<file path="config.mk">
export PLATFORM = sky130hd
export DESIGN_NAME = dpram_arbiter
export DESIGN_NICKNAME = d
export VERILOG_FILES = /design/src/rtl/dpram_arbiter.sv
export SDC_FILE = /design/constraint.sdc
export NUM_CORES = 1
export LEC_CHECK = 0
export CORE_UTILIZATION = 42
export CTS_CLUSTER_DIAMETER = 150
export DETAILED_ROUTE_END_ITERATION = 10
export PLACE_DENSITY = 0.86
export SLEW_MARGIN = 5
export SYNTH_ARGS = -nofsm -noshare
export SYNTH_HDL_FRONTEND = slang
export SYNTH_SLANG_ARGS = --single-unit
</file>
<file path="constraint.sdc">
create_clock -name clk -period 2.55 [get_ports clk]
set_clock_uncertainty 0.2 [all_clocks]
set_input_delay 0.51 -clock clk [delete_from_list [all_inputs] [get_ports clk]]
set_output_delay 0.51 -clock clk [all_outputs]
set_load 0.005 [all_outputs]
</file>
<file path="src/rtl/dpram_arbiter.sv">
// dpram_arbiter: clears an 8x16 dual-port memory after reset, then shares its
// write port between two writers and its read port between two readers using
// per-port two-way round-robin arbitration. All outputs are registered.

// Two-requester round-robin pick: the pointer client wins if it asks,
// otherwise the other client wins. Purely combinational.
module dpram_arbiter_rr2 (
    input  logic [1:0] req_i,
    input  logic       ptr_i,
    output logic       any_o,
    output logic       win_o,
    output logic [1:0] gnt_o
);

    // Choose the winner and build the one-hot grant.
    always_comb begin
        any_o = |req_i;
        win_o = req_i[ptr_i] ? ptr_i : ~ptr_i;
        gnt_o = 2'b00;
        if (any_o) gnt_o[win_o] = 1'b1;
    end

endmodule

module dpram_arbiter #(
    parameter int ADDR_W = 3,
    parameter int DATA_W = 16,
    parameter int DEPTH  = 8
) (
    input  logic              clk,
    input  logic              clr_n,
    input  logic [1:0]        wreq,
    input  logic [ADDR_W-1:0] waddr0,
    input  logic [ADDR_W-1:0] waddr1,
    input  logic [DATA_W-1:0] wdata0,
    input  logic [DATA_W-1:0] wdata1,
    output logic [1:0]        wgnt,
    input  logic [1:0]        rreq,
    input  logic [ADDR_W-1:0] raddr0,
    input  logic [ADDR_W-1:0] raddr1,
    output logic [1:0]        rgnt,
    output logic [1:0]        rvld,
    output logic              init_busy,
    output logic              mem_we,
    output logic [ADDR_W-1:0] mem_wr_addr,
    output logic [DATA_W-1:0] mem_data_in,
    output logic              mem_re,
    output logic [ADDR_W-1:0] mem_rd_addr
);

    typedef enum logic {S_INIT, S_RUN} state_t;

    localparam logic [ADDR_W-1:0] LAST_ADDR = ADDR_W'(DEPTH - 1);

    state_t              state_q, state_d;
    logic [ADDR_W-1:0]   cnt_q, cnt_d;
    logic                wptr_q, wptr_d;
    logic                rptr_q, rptr_d;
    logic [1:0]          wgnt_q, wgnt_d;
    logic [1:0]          rgnt_q, rgnt_d;
    logic [1:0]          rvld_q, rvld_d;
    logic                busy_q, busy_d;
    logic                we_q, we_d;
    logic [ADDR_W-1:0]   wa_q, wa_d;
    logic [DATA_W-1:0]   wd_q, wd_d;
    logic                re_q, re_d;
    logic [ADDR_W-1:0]   ra_q, ra_d;

    // Port 0 is the write port, port 1 the read port; each has its own pointer.
    logic [1:0][1:0] arb_req;
    logic [1:0][1:0] arb_gnt;
    logic [1:0]      arb_ptr;
    logic [1:0]      arb_any;
    logic [1:0]      arb_win;

    assign arb_req[0] = wreq;
    assign arb_req[1] = rreq;
    assign arb_ptr    = {rptr_q, wptr_q};

    genvar p;
    generate
        for (p = 0; p < 2; p++) begin : g_arb
            dpram_arbiter_rr2 u_rr (
                .req_i (arb_req[p]),
                .ptr_i (arb_ptr[p]),
                .any_o (arb_any[p]),
                .win_o (arb_win[p]),
                .gnt_o (arb_gnt[p])
            );
        end
    endgenerate

    // Next-state: clear sweep in INIT, then per-port arbitration in RUN.
    always_comb begin
        state_d = state_q;
        cnt_d   = cnt_q;
        wptr_d  = wptr_q;
        rptr_d  = rptr_q;
        wgnt_d  = 2'b00;
        rgnt_d  = 2'b00;
        rvld_d  = 2'b00;
        busy_d  = busy_q;
        we_d    = 1'b0;
        wa_d    = wa_q;
        wd_d    = wd_q;
        re_d    = 1'b0;
        ra_d    = ra_q;
        case (state_q)
            S_INIT: begin
                // Requests are left pending; only clear writes go out.
                we_d  = 1'b1;
                wa_d  = cnt_q;
                wd_d  = '0;
                cnt_d = cnt_q + 1'b1;
                if (cnt_q == LAST_ADDR) begin
                    state_d = S_RUN;
                    busy_d  = 1'b0;
                end
            end
            S_RUN: begin
                // The memory registers read data one cycle after mem_re,
                // so the valid strobe trails the read grant by one cycle.
                rvld_d = rgnt_q;
                if (arb_any[0]) begin
                    wgnt_d = arb_gnt[0];
                    we_d   = 1'b1;
                    wa_d   = arb_win[0] ? waddr1 : waddr0;
                    wd_d   = arb_win[0] ? wdata1 : wdata0;
                    wptr_d = ~arb_win[0];
                end
                if (arb_any[1]) begin
                    rgnt_d = arb_gnt[1];
                    re_d   = 1'b1;
                    ra_d   = arb_win[1] ? raddr1 : raddr0;
                    rptr_d = ~arb_win[1];
                end
            end
            default: state_d = S_INIT;
        endcase
    end

    // State and output registers; reset drops everything and restarts the clear.
    always_ff @(posedge clk or negedge clr_n) begin
        if (!clr_n) begin
            state_q <= S_INIT;
            cnt_q   <= '0;
            wptr_q  <= 1'b0;
            rptr_q  <= 1'b0;
            wgnt_q  <= 2'b00;
            rgnt_q  <= 2'b00;
            rvld_q  <= 2'b00;
            busy_q  <= 1'b1;
            we_q    <= 1'b0;
            wa_q    <= '0;
            wd_q    <= '0;
            re_q    <= 1'b0;
            ra_q    <= '0;
        end else begin
            state_q <= state_d;
            cnt_q   <= cnt_d;
            wptr_q  <= wptr_d;
            rptr_q  <= rptr_d;
            wgnt_q  <= wgnt_d;
            rgnt_q  <= rgnt_d;
            rvld_q  <= rvld_d;
            busy_q  <= busy_d;
            we_q    <= we_d;
            wa_q    <= wa_d;
            wd_q    <= wd_d;
            re_q    <= re_d;
            ra_q    <= ra_d;
        end
    end

    assign wgnt        = wgnt_q;
    assign rgnt        = rgnt_q;
    assign rvld        = rvld_q;
    assign init_busy   = busy_q;
    assign mem_we      = we_q;
    assign mem_wr_addr = wa_q;
    assign mem_data_in = wd_q;
    assign mem_re      = re_q;
    assign mem_rd_addr = ra_q;

endmodule
</file>
==> results_dict.tcl <==
set metrics [dict create \
    status "finished clean" \
    wl_met3_um 251 \
    nFillCells 273 \
    start_kind "flop" \
    hp-class "in2async" \
    worstPathArrival_ps 1300 \
    grt_max_degree 38 \
    cts_buffers 5 \
    pre_cts_ws_ps 288.6 \
    fin_ws_ps 542.3 \
    multi_input_area_sq_um 575.6 \
    ys_warn_count 0 \
    drive_gt1_share_pct 8.411 \
    post_drt_wl_per_cell_um 14.90 \
    cts_tree "done" \
    regArea_sq_um 927.1 \
    synthFlopType "dfrtp_1" \
    gp_congestion 0.7887 \
    critPathCaptureType "output port" \
    placedCellCount 254 \
    grt_pass1_wl_mm 6.520 \
    post-synth-top-count-cell "dfrtp_1" \
    antenna_found_initial 0 \
    path_cells "clkdlybuf4s50_1" \
    reg2reg_to "mem_data_in[14]" \
    synthTopCellsByCount "dfrtp_1 (36), a221o_1 (18), and2_1 (18)" \
    yosys.area.top_type "dfrtp_1" \
    h-tree-depth 2 \
    vias_per_cell 5.210 \
    grt_use_total_pct 21.08 \
    r2r_cells 2 \
    critical-path-top-delay-family "flip-flops" \
    clk_latency_ps 280 \
    slew_violations 0 \
    tns_ps 0 \
    synth_top_area_share_pct 56.51 \
    syn_inst 130 \
    synthTopCellsByArea "dfrtp_1 (57%), a221o_1 (11%), and2_1 (7.1%)" \
    dp_hpwl_mm 2.988 \
    num-nets-final 265 \
    synth.net_count 182 \
    grt_setup_unrepaired "false" \
    cp.required_ps 1840 \
    grt_overflow 0 \
    top_layer_used "met4" \
    synth.avg_cell_area_sq_um 12.26 \
    grt_pass1_vias 1426 \
    cts.path.max_buffers 2 \
    antenna_cells 0 \
    fin_util_pct 68.90 \
    slew_headroom_pct 47.47 \
    cts.hold.buffers_added 0 \
    p_total_mw 1.522 \
    r2r-start "state_q" \
    fmax_mhz 498.1 \
    io_buffer_count 80 \
    ios 81 \
    syn_area_sq_um 1594 \
    dpl_cell_area_sq_um 2407 \
    vias 1365 \
    setup_violations 0 \
    synth_edf_count 0 \
    hold_viol 0 \
    path_clk_slew_ps 70 \
    cp-startpoint "init_busy" \
    cts_setup_buffers 0 \
    ys_ff_latch 37 \
    holdWs_ps 102.5 \
    rows 22 \
    drtIter0Drc 106 \
    critPathMaxStageDelay_ps 530 \
    ys_types 33 \
    tightest_slew_ps 788.0 \
    fin_area_sq_um 2522 \
    area_growth_pct 58.24 \
    powerDensity_nw_per_um2 603.5 \
    drcViolationCount 0 \
    die-area_sq_um 4046 \
    die_height_um 63.61 \
    cts_sinks 37 \
    critPathMaxFanout 2 \
    cts_resized 0 \
    total_leakage_power_nw 1.073 \
    r2r_setup_slack_ps 630 \
    layout_worst_path_cycle_share_pct 78.73 \
    drtAntennaViolNets 0 \
    crit_type "reg2out" \
    fin_cells 262 \
    drv_cap 0 \
    wl_met2_mm 2.102 \
    start_util_pct 43.54 \
    firstDrtPassIters 4 \
    period_minus_slack_ps 2008 \
    cts_root_buf "clkbuf_8" \
    die_width_um 63.61 \
    worstPathBufferInverterCount 1 \
    synth-async-reset-ratio_pct 100.0 \
    met1_length_mm 1.465 \
    yosysSeqAreaShare_pct 58.16 \
    core_area_sq_um 3661 \
    slowest_stage "dfstp_2" \
    drt-total-wl_mm 3.903 \
    ir_drop_uv 407.6 \
]
cells by family after synthesis:
family / share of synthesized area [%]
multiplexers: 1.413
XOR/XNOR: 0.5496
flip-flops: 58.16
adder cells (fa/ha/maj): 1.570
buffers and inverters: 5.729
AND/OR/NAND/NOR: 14.91
AO/OA/AOI/OAI: 17.66
sequential cells by signal, summed over array words and instances (netlist names), 2 cells and up:
| register | flops |
|---|---|
| cnt_q | 3 |
| mem_data_in | 16 |
| mem_rd_addr | 3 |
| mem_wr_addr | 3 |
| rgnt | 2 |
| rvld | 2 |
| wgnt | 2 |
area by class of cell:
type,count,share of cell area [%]
Sequential cell,37,36.76
Timing Repair Buffer,83,32.44
Multi-Input combinational cell,79,22.82
Clock buffer,5,2.728
Tap cell,48,2.381
Clock inverter,3,1.835
Inverter,7,1.042
power breakdown:
group          internal [mW]  total (mW)  switching, mW
combinational          0.224       0.339          0.115
sequential             0.651       0.686         0.0356
clock                  0.292       0.497          0.205
how the worst max path moves through the flow:
stage,to,cells after the start
finish,init_busy,1
detailed placement,mem_data_in[3],4
global route,init_busy,1
CTS,init_busy,1
floorplan,mem_wr_addr[1],6
global placement,mem_wr_addr[1],4
per-layer routing:
layer | vias up | global-route usage, %
li1 | 640 | -
met1 | 664 | 23.45
met2 | 51 | 37.10
met3 | 10 | 6.522
met4 | 0 | 8.239
met5 | - | 0
cells in the final DEF (no fill, tap or decap), types with 3 or more instances in the layout:
cell type and count:
clkdlybuf4s50_1 79, dfrtp_1 36, and2_1 18, a221o_1 18
a31oi_1 6, nor2_1 5, inv_1 5, clkbuf_8 5
nand2_1 3, nand3_1 3, o21ai_0 3, buf_4 3
Note: power is estimated with default switching activity, not from simulation.
